--- src/rtl/flex_updown_counter.sv ---
// flex_updown_counter: N-bit up/down counter with programmable rollover value,
// synchronous clear and parallel load, wrap or saturate mode, registered
// terminal-count flags and a one-cycle wrap pulse.
//
// Ports:
//   CLK            rising-edge clock
//   n_rst          asynchronous active-low reset
//   clear          synchronous clear to 0 (highest priority)
//   load           synchronous parallel load of load_val
//   load_val       value captured on load
//   count_enable   advance one step this cycle
//   dir            1 = count up, 0 = count down
//   saturate       1 = hold at terminal value, 0 = wrap
//   rollover_val   terminal count; 0 disables counting
//   count_out      registered count
//   rollover_flag  high while count_out == rollover_val (rollover_val != 0)
//   underflow_flag high while count_out == 1 and counting down
//   wrap_pulse     one-cycle pulse following each wrap transition
module flex_updown_counter #(
    parameter int NUM_CNT_BITS = 4
) (
    input  logic                    CLK,
    input  logic                    n_rst,
    input  logic                    clear,
    input  logic                    load,
    input  logic [NUM_CNT_BITS-1:0] load_val,
    input  logic                    count_enable,
    input  logic                    dir,
    input  logic                    saturate,
    input  logic [NUM_CNT_BITS-1:0] rollover_val,
    output logic [NUM_CNT_BITS-1:0] count_out,
    output logic                    rollover_flag,
    output logic                    underflow_flag,
    output logic                    wrap_pulse
);
    localparam logic [NUM_CNT_BITS-1:0] ONE = NUM_CNT_BITS'(1);

    logic [NUM_CNT_BITS-1:0] next_count;
    logic                    step;
    logic                    up_term;
    logic                    dn_term;
    logic                    wrap;

    // Terminal tests come before any increment/decrement, so the arithmetic
    // never overflows even when a load placed the count above rollover_val.
    always_comb begin
        step       = count_enable && (rollover_val != '0);
        up_term    = count_out >= rollover_val;
        dn_term    = count_out <= ONE;
        wrap       = !clear && !load && step && !saturate && (dir ? up_term : dn_term);
        next_count = clear ? '0 :
                     load  ? load_val :
                     !step ? count_out :
                     dir   ? (up_term ? (saturate ? count_out : ONE) : count_out + ONE) :
                             (dn_term ? (saturate ? count_out : rollover_val) : count_out - ONE);
    end

    // Flags are derived from the next count so they line up with count_out.
    always_ff @(posedge CLK or negedge n_rst) begin
        if (!n_rst) begin
            count_out      <= '0;
            rollover_flag  <= 1'b0;
            underflow_flag <= 1'b0;
            wrap_pulse     <= 1'b0;
        end else begin
            count_out      <= next_count;
            rollover_flag  <= (rollover_val != '0) && (next_count == rollover_val);
            underflow_flag <= !dir && (next_count == ONE);
            wrap_pulse     <= wrap;
        end
    end
endmodule

--- config.mk ---
export PLATFORM = sky130hd
export DESIGN_NAME = flex_updown_counter
export DESIGN_NICKNAME = d
export VERILOG_FILES = /design/src/rtl/flex_updown_counter.sv
export SDC_FILE = /design/constraint.sdc
export NUM_CORES = 1
export LEC_CHECK = 0
export BUFFER_PORTS_ARGS = -buffer_cell sky130_fd_sc_hd__buf_2
export CAP_MARGIN = 20
export CORE_MARGIN = 4
export CORE_UTILIZATION = 57
export CTS_CLUSTER_DIAMETER = 40
export DETAILED_ROUTE_END_ITERATION = 8
export PLACE_DENSITY = 0.83
export SLEW_MARGIN = 0
export SYNTH_ARGS = -nofsm -noshare
export SYNTH_HDL_FRONTEND = slang
export SYNTH_SLANG_ARGS = --single-unit
--- constraint.sdc ---
create_clock -name CLK -period 4.8 [get_ports CLK]
set_input_delay 0.96 -clock CLK [delete_from_list [all_inputs] [get_ports CLK]]
set_output_delay 0.96 -clock CLK [all_outputs]
set_load 0.005 [all_outputs]
# == Word-level counts from Yosys, hierarchy flattened ==
# Cells that the tools add are included.
# word_totals
wordCells,31
output_inout_bits,7
mem_bits_ro,0
ff_bits,7
n_memories,0
mem_bits_rw,0
latch_bits,0
inputBits,15
# op_classes
multipliers,0
reduce_logical,12
muxes,9
bitwise_logic,0
eq_ne,2
shifts,0
n_addsub,2
div_mod_pow,0
order_cmp,2
# op_table
op,count
4-bit two-way mux,8
1-bit logical AND,7
4-bit by 1-bit adder with 4-bit output (second input constant),1
4-bit by 1-bit == test with 1-bit output (second input constant),1
4-bit == test,1
4-bit >= comparator,1
4-bit by 1-bit <= comparator with 1-bit output (second input constant),1
1-bit zero test,4
4-bit nonzero test,1
4-bit by 1-bit subtractor with 4-bit output (second input constant),1
1-bit two-way mux,1

# == Longest topological paths before layout ==
# logic_depth
word_depth,8
mapped_depth,9
mapped_depth_nobuf,9

# == Least setup slack after synthesis ==
# Ideal clock, no wire load.
# synth_timing
kind,input to register
from,in rollover_val[1]
to,reg rollover_flag
setup_time_ns,0.111
path_buffers,1
required_time_ns,4.689
setup_slack_ns,1.788
path_stages,9
arrival_ns,2.900
path_cell_list,buf_4 > inv_1 > ha_1 > a2111oi_4 > nor2_2 > mux2_4 > mux2i_1 > a221o_1 > a2111oi_2
# synth_between
elab_chain_cells,8
elab_cells_between_ends,12
classes_between,1 x order compare; 1 x eq/ne; 7 x mux; 3 x reduce/logical
# synth_lines
element,line_no,text
start: declaration,30,"input logic [NUM_CNT_BITS-1:0] rollover_val,"
4-bit >= comparator or 4-bit two-way mux (tied branches),"48, 55",
"4-bit two-way mux, on equally long branches","54, 55",
4-bit two-way mux,54,dir ? (up_term ? (saturate ? count_out : ONE) : count_out + ONE) :
4-bit two-way mux,53,!step ? count_out :
4-bit two-way mux,52,load ? load_val :
4-bit two-way mux,51,next_count = clear ? '0 :
4-bit == test,67,rollover_flag <= (rollover_val != '0) && (next_count == rollover_val);
1-bit logical AND *,67,
end signal: assignment,67,
end: declaration,32,"output logic rollover_flag,"
# Mark *: on every way between the ends. The rest lies on a longest branch, timed or not.

# == Worst setup path in the final report ==
# layout_timing
from,in rollover_val[0]
to,reg rollover_flag
# The elaborated chain is that of the path after synthesis.

==> impl_metrics.yaml <==
floorplanning:
  core_um2: 1560
  dieArea_um2: 2410
  die_x_um: 49.1
  initial_core_util_pct: 61.8
  die_h_um: 49.1
  placementRows: 14
  pin_count: 22
final_layout:
  fillers: 131
  multi_input_area_um2: 716
  fin_cells: 151
  num_antenna_cells: 0
  areaGrowthSynthToFinish_pct: 12.5
  num-nets-final: 158
  final_layout_size_suffix_gt1_share_pct: 26.7
  regArea_um2: 175
place:
  place_hpwl_um: 1940
  place_ws_ns: 1.49
  port_buffers: 21
  dp_cells: 147
  globalplace.congestion: 0.964
synthesis:
  mappedNetlistArea_um2: 963
  synth_seq_cells: 7
  synth.area.top_cells: "dfrtp_1 (18%), ha_1 (9.1%), inv_1 (4.3%)"
  synth_fp_nets: 136
  netlist_instances: 114
  syn_avg_cell_area_um2: 8.45
  synth-seq-area-share_pct: 18.2
  async_reset_ff_share_pct: 100
  synth_area_leader_cell: "dfrtp_1"
  synth-main-ff-cell: "dfrtp_1"
  ys_warn_count: 0
  synth_commonest_cells: "inv_1 (11), nor2_1 (11), dfrtp_1 (7), ha_1 (7), nor3_1 (7)"
  yosys.cell_types.count: 55
  yosysTopAreaCellShare_pct: 18.2
  synth-edff-count: 0
detailed_routing:
  firstDrtPassIters: 4
  wirelength_um: 2510
  drc: 0
  antenna_left: 0
  drt_iter0_drc: 36
  wire_per_inst_um: 16.6
  num_vias: 987
  vias_per_cell: 6.54
grt:
  gr-total-overflow: 0
  antenna_found_initial: 0
  grt_use_total_pct: 21.8
  grt_max_degree: 16
  grt_pass1_vias: 906
  grt_pass1_wl_um: 4220
outcome:
  status: "finished, final reports clean"
clocking:
  numCtsBuffers: 3
  cts_tree: "built"
  post_cts_buffers: 0
  cts_resized: 0
  postCtsHoldBufs: 0
  cts.sinks: 7
  clk_latency_ns: 0.24
  clk_pin_slew_ns: 0.05
  htreeDepth: 1
  clk_path_buf_depth: 2
  clockRootBuffer: "clkbuf_4"
timing:
  finalCriticalPeriod_ns: 3.09
  max_freq_mhz: 324
  rsz0062_at_grt: "no"
  hold_slack_ns: 0.531
  hold_viol_final: 0
  tightest_slew_ns: 0.594
  finalSetupViolCount: 0
  skew_ns: 0.00214
  tns_ns: 0
  slew_viol_final: 0
  finalCritPeriodShare_pct: 64.3
  finalWorstSetupSlack_ns: 1.71
  max_slew_margin_pct: 60.3
worst_setup_path:
  critPathMaxFanout: 8
  required_ns: 4.93
  arrival_ns: 3.22
  path_class: "in -> reg"
  cp-end-kind: "flip-flop"
  start_kind: "primary input"
min_path:
  hp-class: "in -> async"
power_and_ir_drop:
  power_mw: 0.234
  power.density_nw_per_um2: 216
  p_leak_nw: 0.521
  ir_worst_vdd_v: 0.0000951
run:
  drv_cap: 0
## final cells by class
| type | instances | share of cell area [%] |
|---|---|---|
| repair buffers | 21 | 9.70 |
| inverters | 11 | 3.81 |
| well taps | 16 | 1.85 |
| multi-input cells | 92 | 66.1 |
| flip-flops and latches | 7 | 16.2 |
| clock buffers | 4 | 2.42 |
## worst paths after layout
kind	from	endpoint	slack, ns	depth (start not counted)
hold / removal	n_rst	count_out[2]	0.53	1
min in group CLK	count_out[0]	count_out[0]	0.80	2
max in group asynchronous	n_rst	count_out[0]	4.12	1
setup / recovery	rollover_val[0]	rollover_flag	1.71	9
hold reg to reg	count_out[0]	count_out[0]	0.80	2
setup reg to reg	count_out[0]	rollover_flag	1.81	9
## registers in the layout (all words and copies together) (netlist names)
signal and cells:
wrap_pulse 1, rollover_flag 1, count_out 4, underflow_flag 1
## report_power, final
part	leakage [nW]	internal (mW)	switching [mW]
Sequential	0.0932	0.0629	0.00862
Clock	0.0150	0.0315	0.0190
Combinational	0.413	0.0497	0.0621
## metal layers
metal,GRT usage (%),up-vias,wire (um)
met3,3.06,4,170
met5,0,-,0
met4,8.06,0,41
li1,-,478,-
met2,34.8,52,1170
met1,29.5,453,1130
## critical path, stage by stage
cell       delay [ns]
buf_2            0.16
ha_1             0.30
nand2b_4         0.15
a2111oi_4        0.55
nor2_2           0.11
mux2_4           0.23
mux2i_1          0.08
a221o_1          0.34
a2111oi_2        0.34
## cells by family after synthesis
logic type,after synthesis,synth area share [%]
and+or+nand+nor,43,24.9
AOI/OAI and AO/OA,34,31.6
buffers and inverters,15,7.53
adders and majority gates,7,9.09
DFF,7,18.2
muxes,6,6.88
xor gates and xnor gates,2,1.82
## stage by stage
| step | util [%] | cell area [um^2] |
|---|---|---|
| 2_1_floorplan | - | 963 |
| 3_5_place_dp | 67.8 | 1060 |
| 5_1_grt | 69.5 | 1080 |
| 3_3_place_gp | 67.8 | 1060 |
| 4_1_cts | 69.5 | 1080 |
| 6_report | 69.5 | 1080 |
## cell usage in the layout (no fill, tap or decap), types with 2 or more instances in the layout
| master | count |
|---|---|
| a211oi_1 | 2 |
| a21o_1 | 2 |
| a21oi_1 | 4 |
| a221oi_1 | 2 |
| buf_2 | 21 |
| clkbuf_4 | 3 |
| dfrtp_1 | 7 |
| ha_1 | 7 |
| inv_1 | 11 |
| mux2i_1 | 4 |
| nand2_1 | 4 |
| nand3_1 | 2 |
| nor2_1 | 11 |
| nor3_1 | 7 |
| nor4_1 | 2 |
| o21a_1 | 3 |
| o21ai_1 | 2 |
| o31a_1 | 3 |
| or3_1 | 2 |
Power figures use the tool's default switching activity.
